**src/rtl/xip_read_cache_pkg.sv**
```systemverilog
// Shared definitions for the XIP read cache.
// Contents: FSM state encoding, default cacheable window bounds and the
// index/tag width derivation used by the top level and the line storage.
package xip_read_cache_pkg;

  typedef enum logic [2:0] {
    IDLE       = 3'd0,
    HIT        = 3'd1,
    FWD_SETUP  = 3'd2,
    FWD_ACCESS = 3'd3,
    RESP       = 3'd4
  } state_t;

  localparam logic [31:0] DEFAULT_FLASH_BASE = 32'h3000_0000;
  localparam logic [31:0] DEFAULT_FLASH_END  = 32'h3fff_ffff;

  // Lines hold one 32-bit word, so the index starts at byte-address bit 2.
  function automatic int index_width(input int lines);
    return $clog2(lines);
  endfunction

  function automatic int tag_width(input int lines);
    return 30 - $clog2(lines);
  endfunction

endpackage

```
**src/rtl/xip_read_cache_if.sv**
```systemverilog
// APB bundle around the XIP read cache.
// in_*  : APB slave side facing the CPU crossbar (request in, response out).
// out_* : APB master side facing the SPI/flash bridge (request out, response in).
// Modport slave is the cache's view; modport master is the surrounding
// system's view (CPU crossbar plus downstream bridge).
interface xip_read_cache_if;
  logic [31:0] in_paddr;
  logic        in_psel;
  logic        in_penable;
  logic [2:0]  in_pprot;
  logic        in_pwrite;
  logic [31:0] in_pwdata;
  logic [3:0]  in_pstrb;
  logic        in_pready;
  logic [31:0] in_prdata;
  logic        in_pslverr;

  logic [31:0] out_paddr;
  logic        out_psel;
  logic        out_penable;
  logic [2:0]  out_pprot;
  logic        out_pwrite;
  logic [31:0] out_pwdata;
  logic [3:0]  out_pstrb;
  logic        out_pready;
  logic [31:0] out_prdata;
  logic        out_pslverr;

  modport slave (
    input  in_paddr, in_psel, in_penable, in_pprot, in_pwrite, in_pwdata, in_pstrb,
    output in_pready, in_prdata, in_pslverr,
    output out_paddr, out_psel, out_penable, out_pprot, out_pwrite, out_pwdata, out_pstrb,
    input  out_pready, out_prdata, out_pslverr
  );

  modport master (
    output in_paddr, in_psel, in_penable, in_pprot, in_pwrite, in_pwdata, in_pstrb,
    input  in_pready, in_prdata, in_pslverr,
    input  out_paddr, out_psel, out_penable, out_pprot, out_pwrite, out_pwdata, out_pstrb,
    output out_pready, out_prdata, out_pslverr
  );
endinterface

```
**src/rtl/xip_cache_array.sv**
```systemverilog
// Direct-mapped tag/data/valid storage for the XIP read cache.
// Ports: clock, reset (async active-low), flush (clear all valid bits),
// rd_index -> rd_valid/rd_tag/rd_data (combinational read),
// wr_en/wr_index/wr_tag/wr_data (synchronous write, sets the line valid).
module xip_cache_array
  import xip_read_cache_pkg::*;
#(
  parameter int LINES = 4,
  parameter int IDX_W = index_width(LINES),
  parameter int TAG_W = tag_width(LINES)
) (
  input  logic             clock,
  input  logic             reset,
  input  logic             flush,
  input  logic [IDX_W-1:0] rd_index,
  output logic             rd_valid,
  output logic [TAG_W-1:0] rd_tag,
  output logic [31:0]      rd_data,
  input  logic             wr_en,
  input  logic [IDX_W-1:0] wr_index,
  input  logic [TAG_W-1:0] wr_tag,
  input  logic [31:0]      wr_data
);

  logic [TAG_W-1:0] tag_mem [LINES];
  logic [31:0]      data_mem [LINES];
  logic             valid_reg [LINES];

  // Tag and data need no reset: a line is only trusted once its valid bit is set.
  always_ff @(posedge clock) begin
    if (wr_en) begin
      tag_mem[wr_index]  <= wr_tag;
      data_mem[wr_index] <= wr_data;
    end
  end

  // Flush takes priority over a fill landing in the same cycle.
  for (genvar gi = 0; gi < LINES; gi++) begin : g_valid
    always_ff @(posedge clock or negedge reset) begin
      if (!reset) begin
        valid_reg[gi] <= 1'b0;
      end else if (flush) begin
        valid_reg[gi] <= 1'b0;
      end else if (wr_en && (wr_index == IDX_W'(gi))) begin
        valid_reg[gi] <= 1'b1;
      end
    end
  end

  assign rd_valid = valid_reg[rd_index];
  assign rd_tag   = tag_mem[rd_index];
  assign rd_data  = data_mem[rd_index];

endmodule

```
**src/rtl/xip_read_cache.sv**
```systemverilog
// XIP read cache: one-word direct-mapped read cache between the CPU APB
// crossbar and the SPI/flash APB bridge. Reads in the flash window are served
// from the cache on a hit (zero wait states) or fetched downstream on a miss;
// writes to the flash window are rejected with PSLVERR; everything outside
// the window is forwarded untouched.
// Ports: clock, reset (async active-low), bus (in_* slave / out_* master APB),
// flush (single-cycle invalidate-all), hit_cnt/miss_cnt (wrapping counters).
module xip_read_cache
  import xip_read_cache_pkg::*;
#(
  parameter int          LINES      = 4,
  parameter logic [31:0] FLASH_BASE = DEFAULT_FLASH_BASE,
  parameter logic [31:0] FLASH_END  = DEFAULT_FLASH_END
) (
  input  logic                    clock,
  input  logic                    reset,
  xip_read_cache_if.slave         bus,
  input  logic                    flush,
  output logic [31:0]             hit_cnt,
  output logic [31:0]             miss_cnt
);

  localparam int IDX_W = index_width(LINES);
  localparam int TAG_W = tag_width(LINES);

  state_t            state_reg;
  logic              fill_reg;        // current forward is a cacheable miss
  logic              kill_reg;        // flush seen while the fill was in flight
  logic [IDX_W-1:0]  fill_index_reg;
  logic [TAG_W-1:0]  fill_tag_reg;

  logic              in_pready_reg, in_pslverr_reg;
  logic [31:0]       in_prdata_reg;
  logic [31:0]       out_paddr_reg, out_pwdata_reg;
  logic              out_psel_reg, out_penable_reg, out_pwrite_reg;
  logic [2:0]        out_pprot_reg;
  logic [3:0]        out_pstrb_reg;
  logic [31:0]       hit_cnt_reg, miss_cnt_reg;

  logic [IDX_W-1:0]  req_index;
  logic [TAG_W-1:0]  req_tag;
  logic              rd_valid;
  logic [TAG_W-1:0]  rd_tag;
  logic [31:0]       rd_data;
  logic              cacheable, setup, hit, wr_en;

  assign req_index = bus.in_paddr[2 +: IDX_W];
  assign req_tag   = bus.in_paddr[31 -: TAG_W];
  assign cacheable = (bus.in_paddr >= FLASH_BASE) && (bus.in_paddr <= FLASH_END);
  assign setup     = bus.in_psel && !bus.in_penable;
  assign hit       = rd_valid && (rd_tag == req_tag);

  // The fill is committed as RESP retires so that a flush arriving during
  // RESP can still cancel it; the array also gives flush priority.
  assign wr_en = (state_reg == RESP) && fill_reg && !kill_reg && !in_pslverr_reg && !flush;

  xip_cache_array #(
    .LINES (LINES),
    .IDX_W (IDX_W),
    .TAG_W (TAG_W)
  ) u_array (
    .clock    (clock),
    .reset    (reset),
    .flush    (flush),
    .rd_index (req_index),
    .rd_valid (rd_valid),
    .rd_tag   (rd_tag),
    .rd_data  (rd_data),
    .wr_en    (wr_en),
    .wr_index (fill_index_reg),
    .wr_tag   (fill_tag_reg),
    .wr_data  (in_prdata_reg)
  );

  always_ff @(posedge clock or negedge reset) begin
    if (!reset) begin
      state_reg       <= IDLE;
      fill_reg        <= 1'b0;
      kill_reg        <= 1'b0;
      fill_index_reg  <= '0;
      fill_tag_reg    <= '0;
      in_pready_reg   <= 1'b0;
      in_pslverr_reg  <= 1'b0;
      in_prdata_reg   <= '0;
      out_paddr_reg   <= '0;
      out_psel_reg    <= 1'b0;
      out_penable_reg <= 1'b0;
      out_pprot_reg   <= '0;
      out_pwrite_reg  <= 1'b0;
      out_pwdata_reg  <= '0;
      out_pstrb_reg   <= '0;
      hit_cnt_reg     <= '0;
      miss_cnt_reg    <= '0;
    end else begin
      case (state_reg)
        IDLE: begin
          if (setup) begin
            if (cacheable && bus.in_pwrite) begin
              // Flash is read-only through this path: fail fast, no downstream access.
              state_reg      <= HIT;
              in_pready_reg  <= 1'b1;
              in_pslverr_reg <= 1'b1;
              in_prdata_reg  <= '0;
            end else if (cacheable && hit) begin
              state_reg      <= HIT;
              in_pready_reg  <= 1'b1;
              in_pslverr_reg <= 1'b0;
              in_prdata_reg  <= rd_data;
              hit_cnt_reg    <= hit_cnt_reg + 32'd1;
            end else begin
              state_reg       <= FWD_SETUP;
              out_psel_reg    <= 1'b1;
              out_penable_reg <= 1'b0;
              out_paddr_reg   <= cacheable ? {bus.in_paddr[31:2], 2'b00} : bus.in_paddr;
              out_pwrite_reg  <= cacheable ? 1'b0 : bus.in_pwrite;
              out_pstrb_reg   <= cacheable ? 4'b0000 : bus.in_pstrb;
              out_pwdata_reg  <= bus.in_pwdata;
              out_pprot_reg   <= bus.in_pprot;
              fill_reg        <= cacheable;
              kill_reg        <= 1'b0;
              fill_index_reg  <= req_index;
              fill_tag_reg    <= req_tag;
              if (cacheable) begin
                miss_cnt_reg <= miss_cnt_reg + 32'd1;
              end
            end
          end
        end
        HIT: begin
          state_reg      <= IDLE;
          in_pready_reg  <= 1'b0;
          in_pslverr_reg <= 1'b0;
          in_prdata_reg  <= '0;
        end
        FWD_SETUP: begin
          state_reg       <= FWD_ACCESS;
          out_penable_reg <= 1'b1;
          if (flush) kill_reg <= 1'b1;
        end
        FWD_ACCESS: begin
          if (flush) kill_reg <= 1'b1;
          if (bus.out_pready) begin
            state_reg       <= RESP;
            out_psel_reg    <= 1'b0;
            out_penable_reg <= 1'b0;
            in_pready_reg   <= 1'b1;
            in_prdata_reg   <= bus.out_prdata;
            in_pslverr_reg  <= bus.out_pslverr;
          end
        end
        RESP: begin
          state_reg      <= IDLE;
          in_pready_reg  <= 1'b0;
          in_pslverr_reg <= 1'b0;
          in_prdata_reg  <= '0;
          fill_reg       <= 1'b0;
        end
        default: state_reg <= IDLE;
      endcase
    end
  end

  assign bus.in_pready   = in_pready_reg;
  assign bus.in_prdata   = in_prdata_reg;
  assign bus.in_pslverr  = in_pslverr_reg;
  assign bus.out_paddr   = out_paddr_reg;
  assign bus.out_psel    = out_psel_reg;
  assign bus.out_penable = out_penable_reg;
  assign bus.out_pprot   = out_pprot_reg;
  assign bus.out_pwrite  = out_pwrite_reg;
  assign bus.out_pwdata  = out_pwdata_reg;
  assign bus.out_pstrb   = out_pstrb_reg;
  assign hit_cnt         = hit_cnt_reg;
  assign miss_cnt        = miss_cnt_reg;

endmodule

```
**src/flat_wrapper.sv**
```systemverilog
// flat-port wrapper written by rule: the top's interface ports become plain ports
module xip_read_cache_flat import xip_read_cache_pkg::*;
#(
  parameter int          LINES      = 4,
  parameter logic [31:0] FLASH_BASE = DEFAULT_FLASH_BASE,
  parameter logic [31:0] FLASH_END  = DEFAULT_FLASH_END
)
  (clock, reset, flush, hit_cnt, miss_cnt, bus_in_paddr, bus_in_psel, bus_in_penable, bus_in_pprot, bus_in_pwrite, bus_in_pwdata, bus_in_pstrb, bus_in_pready, bus_in_prdata, bus_in_pslverr, bus_out_paddr, bus_out_psel, bus_out_penable, bus_out_pprot, bus_out_pwrite, bus_out_pwdata, bus_out_pstrb, bus_out_pready, bus_out_prdata, bus_out_pslverr);
  xip_read_cache_if bus_i ();
  input  logic clock;
  input  logic reset;
  input  logic flush;
  output logic [31:0] hit_cnt;
  output logic [31:0] miss_cnt;
  input wire logic [$bits(bus_i.in_paddr)-1:0] bus_in_paddr;
  input wire logic [$bits(bus_i.in_psel)-1:0] bus_in_psel;
  input wire logic [$bits(bus_i.in_penable)-1:0] bus_in_penable;
  input wire logic [$bits(bus_i.in_pprot)-1:0] bus_in_pprot;
  input wire logic [$bits(bus_i.in_pwrite)-1:0] bus_in_pwrite;
  input wire logic [$bits(bus_i.in_pwdata)-1:0] bus_in_pwdata;
  input wire logic [$bits(bus_i.in_pstrb)-1:0] bus_in_pstrb;
  output wire logic [$bits(bus_i.in_pready)-1:0] bus_in_pready;
  output wire logic [$bits(bus_i.in_prdata)-1:0] bus_in_prdata;
  output wire logic [$bits(bus_i.in_pslverr)-1:0] bus_in_pslverr;
  output wire logic [$bits(bus_i.out_paddr)-1:0] bus_out_paddr;
  output wire logic [$bits(bus_i.out_psel)-1:0] bus_out_psel;
  output wire logic [$bits(bus_i.out_penable)-1:0] bus_out_penable;
  output wire logic [$bits(bus_i.out_pprot)-1:0] bus_out_pprot;
  output wire logic [$bits(bus_i.out_pwrite)-1:0] bus_out_pwrite;
  output wire logic [$bits(bus_i.out_pwdata)-1:0] bus_out_pwdata;
  output wire logic [$bits(bus_i.out_pstrb)-1:0] bus_out_pstrb;
  input wire logic [$bits(bus_i.out_pready)-1:0] bus_out_pready;
  input wire logic [$bits(bus_i.out_prdata)-1:0] bus_out_prdata;
  input wire logic [$bits(bus_i.out_pslverr)-1:0] bus_out_pslverr;
  assign bus_i.in_paddr = bus_in_paddr;
  assign bus_i.in_psel = bus_in_psel;
  assign bus_i.in_penable = bus_in_penable;
  assign bus_i.in_pprot = bus_in_pprot;
  assign bus_i.in_pwrite = bus_in_pwrite;
  assign bus_i.in_pwdata = bus_in_pwdata;
  assign bus_i.in_pstrb = bus_in_pstrb;
  assign bus_in_pready = bus_i.in_pready;
  assign bus_in_prdata = bus_i.in_prdata;
  assign bus_in_pslverr = bus_i.in_pslverr;
  assign bus_out_paddr = bus_i.out_paddr;
  assign bus_out_psel = bus_i.out_psel;
  assign bus_out_penable = bus_i.out_penable;
  assign bus_out_pprot = bus_i.out_pprot;
  assign bus_out_pwrite = bus_i.out_pwrite;
  assign bus_out_pwdata = bus_i.out_pwdata;
  assign bus_out_pstrb = bus_i.out_pstrb;
  assign bus_i.out_pready = bus_out_pready;
  assign bus_i.out_prdata = bus_out_prdata;
  assign bus_i.out_pslverr = bus_out_pslverr;
  xip_read_cache #(.LINES(LINES), .FLASH_BASE(FLASH_BASE), .FLASH_END(FLASH_END)) u_core (.clock(clock), .reset(reset), .bus(bus_i), .flush(flush), .hit_cnt(hit_cnt), .miss_cnt(miss_cnt));
endmodule
```
**config.mk**
```make
export PLATFORM = sky130hd
export DESIGN_NAME = xip_read_cache_flat
export DESIGN_NICKNAME = d
export VERILOG_FILES = /design/src/rtl/xip_read_cache_pkg.sv /design/src/rtl/xip_read_cache_if.sv /design/src/rtl/xip_cache_array.sv /design/src/rtl/xip_read_cache.sv /design/src/flat_wrapper.sv
export SDC_FILE = /design/constraint.sdc
export NUM_CORES = 1
export LEC_CHECK = 0
export CORE_MARGIN = 2
export CORE_UTILIZATION = 45
export CTS_CLUSTER_DIAMETER = 50
export DETAILED_ROUTE_END_ITERATION = 8
export HOLD_SLACK_MARGIN = 0.12
export PLACE_DENSITY = 0.69
export SETUP_SLACK_MARGIN = 0.02
export SLEW_MARGIN = 20
export SYNTH_ARGS = -nofsm -noshare
export SYNTH_HDL_FRONTEND = slang
export SYNTH_SLANG_ARGS = --single-unit
```
**constraint.sdc**
```tcl
create_clock -name clock -period 6.9 [get_ports clock]
set_clock_uncertainty 0.1 [all_clocks]
set_input_delay 1.38 -clock clock [delete_from_list [all_inputs] [get_ports clock]]
set_output_delay 1.38 -clock clock [all_outputs]
set_load 0.01 [all_outputs]
```
# == Word-level counts from Yosys, hierarchy flattened ==
# Memory sizes are Yosys's and may differ from the RTL's.
# Cells that the tools add are included.
# word_totals
regBits,211
ram_bits,240
mem_count,2
# op_classes
add_sub_neg,2
n_lt_le_gt_ge,3
eq_ne,14
n_mux,51
n_bitwise,3
n_reduce_logical,39
# mem_list
memory,depth,width,read_ports,rd_clocked_by_memory_dff,wr,line,source
u_core.u_array.data_mem,4,32,1,0,1,xip_cache_array.sv:26,logic [31:0] data_mem [LINES];
u_core.u_array.tag_mem,4,28,1,0,1,xip_cache_array.sv:25,logic [TAG_W-1:0] tag_mem [LINES];
# op_table
op,count
two-way mux 32 bit,4
case mux 32 bit (3 select lines),1
"adder 32 x 1 -> 32 bit, second input constant",2
"greater-or-equal comparator 32 x 30 -> 1 bit, second input constant",1
"<= comparator 32 x 30 -> 1 bit, second input constant",1
two-way mux 1 bit,32
== test 28 bit,1
AND reduction 5 bit,4
AND reduction 4 bit,4
nonzero test 2 bit,7
logical AND 1 bit,13
two-way mux 3 bit,3
case mux 1 bit (3 select lines),3
case mux 3 bit (3 select lines),1
"== test 3 x 2 -> 1 bit, second input constant",2
"!= test 2 bit, second input constant",3
case mux 1 bit (2 select lines),3
nonzero test 3 bit,2
"== test 2 bit, second input constant",2
zero test 1 bit,4
two-way mux 2 bit,2
two-way mux 4 bit,1
"!= test 2 x 1 -> 1 bit, second input constant",2
OR reduction 2 bit,2
other kinds (11),12

# == Depth between registers and ports, before layout ==
# logic_depth
word_depth,10
ltp_mapped,13
mapped_depth_nobuf,8

# == Cells and area by module ==
# Synthesis repeated with hierarchy kept, for this count alone.
# hier_totals
hier_cells,1016
area_unflattened_um2,17152.7
# by_module_without_submodules
module,instances,cells_each,area_each_um2
xip_cache_array,1,330,8922.3
xip_read_cache,1,686,8230.4

# == Worst setup path before layout ==
# OpenSTA, ideal clock, no wires.
# synth_timing
path_type,input-to-reg
start,input flush
end,"memory u_core.u_array.data_mem[0][0], enable pin"
arrival_ps,5982
required_time_ps,6246
path_slack_ps,264
cell_stages,3
n_path_buf,0
path_cell_list,nor4_1 > nand3_1 > nor3_1
# synth_via
elab_chain_cells,4
# synth_rtl
element,line,source
start: declaration,flat_wrapper.sv:12,input logic flush;
zero test 1 bit,xip_read_cache.sv:55,assign wr_en = (state_reg == RESP) && fill_reg && !kill_reg && !in_pslverr_reg && !flush;
logical AND 1 bit,xip_read_cache.sv:55,
two-way mux 1 bit,xip_cache_array.sv:31,if (wr_en) begin
two-way mux 1 bit (implied by the code),xip_cache_array.sv:33,data_mem[wr_index] <= wr_data;
end: declaration,xip_cache_array.sv:26,
# No other way between the ends.

# == Final worst setup path ==
# layout_timing
start,input bus_in_paddr[3]
end,"register u_core.out_pwdata_reg[31], in the netlist u_core.bus.out_pwdata[31]"
# layout_via
elab_chain_cells,8
word_cells_on_any_way,15
cone_classes,2 x order compare; 1 x eq/ne; 3 x mux; 3 x bitwise; 5 x reduce/logical; 1 x memory
# layout_rtl
element,line,source
start: declaration,flat_wrapper.sv:15,input wire logic [$bits(bus_i.in_paddr)-1:0] bus_in_paddr;
branches (longest 7 deep; another with greater-or-equal comparator 32 x 30 -> 1 bit),--,
AND reduction 4 bit (no line) (*),--,
end signal: assignment,xip_read_cache.sv:117,out_pwdata_reg <= bus.in_pwdata;
end: declaration,xip_read_cache.sv:34,"logic [31:0] out_paddr_reg, out_pwdata_reg;"
# Mark *: on every way between the ends. The select of a mux whose other input is x is not followed.
# A chain may end at the register's enable or synchronous reset.

==> results.json <==
{
  "r2r-start": "u_core.u_array.tag_mem[0][8]$_DFFE_PP_",
  "antenna_found_initial": 0,
  "synth-edff-count": 240,
  "row_count": 71,
  "track_usage_pct": 20.62,
  "layout-drive-gt1-share_pct": 15.42,
  "synth-compound-area-share_pct": 3.648,
  "crit_top_cell": "buf_4",
  "async_flop_share_pct": 42.99,
  "dp_slack_ns": 1.323,
  "grt_pass1_vias": 10620,
  "totalWireLength_mm": 39.84,
  "routed_via_density": 5.330,
  "clock_latency_ns": 0.57,
  "drc": 0,
  "worstSetupStartpoint": "bus_in_paddr[3]",
  "die_area_mm2": 0.03976,
  "drtAntennaViolNets": 0,
  "cts_buffer_depth": 3,
  "finalNetCount": 1442,
  "cp_max_fo": 68,
  "coreArea_mm2": 0.03767,
  "yosys.area_share.adder_pct": 0.1456,
  "cp_data_arrival_time_ns": 5.27,
  "start_kind": "input port",
  "path_buf_inv": 3,
  "synthesis.instances": 1029,
  "htree_levels": 2,
  "cp_cell_sequence": "buf_4, buf_4, mux2i_1, xor2_1, nand4_1, a221oi_4, nand4_4, nand2_4, buf_12, mux2_1",
  "cts_tree": "done",
  "drtIter0Drc": 586,
  "cts_made_buffers": 48,
  "root_buffer": "clkbuf_16",
  "diodes": 0,
  "crit_cells": 10,
  "p_per_area_mw_per_mm2": 370.3,
  "slowest_stage": "nand2_4",
  "grt_remaining_overflow": 0,
  "r2r_cells": 8,
  "timing.final.crit_share_pct": 71.42,
  "dpl.hpwl_mm": 24.81,
  "yosys.area.top_type": "edfxtp_1",
  "regMostFlops": "u_core.u_array.data_mem",
  "tightest_slew_ns": 1.053,
  "tns_ns": 0,
  "endpoint_kind": "register",
  "status": "completed",
  "relSlewSlack_pct": 29.41,
  "netlist_area_mm2": 0.01718,
  "grt_pass1_wl_mm": 61.91,
  "cpLargestDelayFamily": "buffers and inverters",
  "ys_seq_elements": 421,
  "synthSimpleGateAreaFrac_pct": 6.357,
  "max_cap_violations": 0,
  "synth_top_family_by_area": "multiplexers",
  "syn2layout_area_growth_pct": 29.67,
  "reg_top3": "u_core.u_array.data_mem (128), u_core.u_array.tag_mem (112)",
  "vdd_drop_max_mv": 0.2240,
  "start_util_pct": 45.62,
  "setup_viol": 0,
  "timing.fmax_mhz": 202.9,
  "routedWlPerCell_um": 21.20,
  "synth_top_area_share_pct": 41.95,
  "synth.area.mux_share_pct": 15.02,
  "post_cts_buffers": 0,
  "setup_ws_ns": 1.972,
  "utilization_pct": 59.15,
  "crit_type": "in -> reg",
  "die_h_um": 199.4,
  "avgSynthCellArea_um2": 16.70,
  "p_leak_nw": 8.572,
  "syn_nets": 1142,
  "gp_congestion": 0.7898,
  "r2r_end": "u_core.bus.out_pwdata[31]$_DFFE_PN0P_",
  "synth.area.top_cells": "edfxtp_1, dfrtp_1, mux4_2",
  "hold_class": "reg -> reg",
  "hold_buffers": 0,
  "ioPinCount": 283,
  "portBuffers": 282,
  "r2r_slack_ns": 3.24,
  "grt_max_degree": 72,
  "drt_pass1_iterations": 4,
  "fin_crit_ns": 4.928,
  "die_x_um": 199.4,
  "yosysSeqAreaShare_pct": 68.31,
  "worstSetupEndpoint": "u_core.bus.out_pwdata[31]$_DFFE_PN0P_",
  "cts_resized": 0,
  "num_vias": 10020,
  "cpPeakStageDelay_ns": 0.71,
  "slew_violations": 0,
  "ys.flop_type": "edfxtp_1",
  "clkSlewWorstSetupHoldPaths_ns": 0.06,
  "ys_types": 63,
  "hold_viol_final": 0,
  "largest_reg_flops": 128,
  "cp.required_ns": 7.24,
  "cts_sinks": 421,
  "synth_warnings": 0,
  "rsz0062_at_grt": "false",
  "synthXorXnorAreaFrac_pct": 4.435
}
[kinds of logic after synthesis]
kind of cell               count (synthesis)
AOI/OAI and AO/OA                         82
xor gates and xnor gates                  87
muxes                                    168
DFF                                      421
buffers and inverters                     65
adders and majority gates                  2
and+or+nand+nor                          204
[routing by layer]
metal | part of all wire (%) | vias to the layer above | track usage, %
li1 | - | 4527 | -
met5 | 0 | - | 0
met4 | 2.5 | 0 | 7.215
met1 | 43 | 5103 | 27.50
met2 | 47 | 319 | 32.49
met3 | 7.9 | 66 | 5.941
[final cells by class]
class / count / area [um^2]
Clock buffer: 64 / 1354
Timing Repair Buffer: 298 / 2978
Sequential cell: 421 / 11740
Clock inverter: 25 / 370.4
Inverter: 17 / 63.81
Multi-Input combinational cell: 543 / 5137
Tap cell: 511 / 639.4
Fill cell: 2937 / 15390
[through the flow]
step | std cells | instance area (um^2) | hold WS, ns | power, mW
3_5_place_dp | 1789 | 20520 | 0.3707 | 5.573
3_3_place_gp | 1789 | 20520 | 0.3630 | 5.514
4_1_cts | 1878 | 22250 | 0.3905 | 8.325
5_1_grt | 1879 | 22280 | 0.4062 | 8.616
6_report | 1879 | 22280 | 0.3864 | 8.249
2_1_floorplan | 1029 | 17180 | 0.3641 | 4.532
[tightest hold or removal path, delay by kind of cell, from the launching register on]
| kind | cells | cell delay (ns) |
|---|---|---|
| flip-flops | 1 | 0.34 |
| AO/OA/AOI/OAI | 1 | 0.06 |
| AND/OR/NAND/NOR | 1 | 0.05 |
[how the worst min path moves through the flow]
| stage | from | to | depth (start not counted) |
|---|---|---|---|
| detailed placement | u_core.hit_cnt[31]$_DFFE_PN0P_ | u_core.hit_cnt[31]$_DFFE_PN0P_ | 1 |
| CTS | u_core.miss_cnt[31]$_DFFE_PN0P_ | u_core.miss_cnt[31]$_DFFE_PN0P_ | 1 |
| floorplan | u_core.u_array.valid_reg[1]$_DFFE_PN0P_ | u_core.u_array.valid_reg[1]$_DFFE_PN0P_ | 1 |
| global placement | u_core.bus.out_paddr[1]$_DFFE_PN0P_ | u_core.bus.out_paddr[1]$_DFFE_PN0P_ | 2 |
| finish | u_core.bus.out_paddr[1]$_DFFE_PN0P_ | u_core.bus.out_paddr[1]$_DFFE_PN0P_ | 2 |
| global route | u_core.bus.out_pwdata[20]$_DFFE_PN0P_ | u_core.bus.out_pwdata[20]$_DFFE_PN0P_ | 1 |
[synth_stat cells, types with 5 or more instances]
master    count
mux4_2       53
buf_6        12
dfrtp_1     181
a21oi_1       6
mux2_4       30
edfxtp_1    240
nand4_1      23
and2_1        5
and3_1       13
a22o_1       32
and4_1        7
nand2_1      53
mux2_1       56
inv_1        16
mux2_2       12
nand3_1      32
clkbuf_1     17
nor3_1       18
nor2_1       25
xnor2_1      61
o21ai_0      16
mux2i_1      17
buf_2        11
xor2_1       26
buf_1         5
nor4_1       10
[power breakdown]
part           internal (mW)  switching [mW]
Clock                   1.69            1.03
Combinational           1.11           0.810
Sequential              3.22           0.390
Total                   6.02            2.23
[placed cells by master (no fill, tap or decap), types with 23 or more instances in the layout]
| master | n |
|---|---|
| a22o_1 | 32 |
| clkbuf_16 | 50 |
| clkdlybuf4s50_1 | 279 |
| dfrtp_1 | 181 |
| edfxtp_1 | 240 |
| mux2_1 | 56 |
| mux2_4 | 30 |
| mux4_2 | 53 |
| nand2_1 | 52 |
| nand3_1 | 32 |
| nand4_1 | 23 |
| nor2_1 | 23 |
| xnor2_1 | 61 |
| xor2_1 | 26 |
No activity file was read; power rests on OpenSTA's default activity.
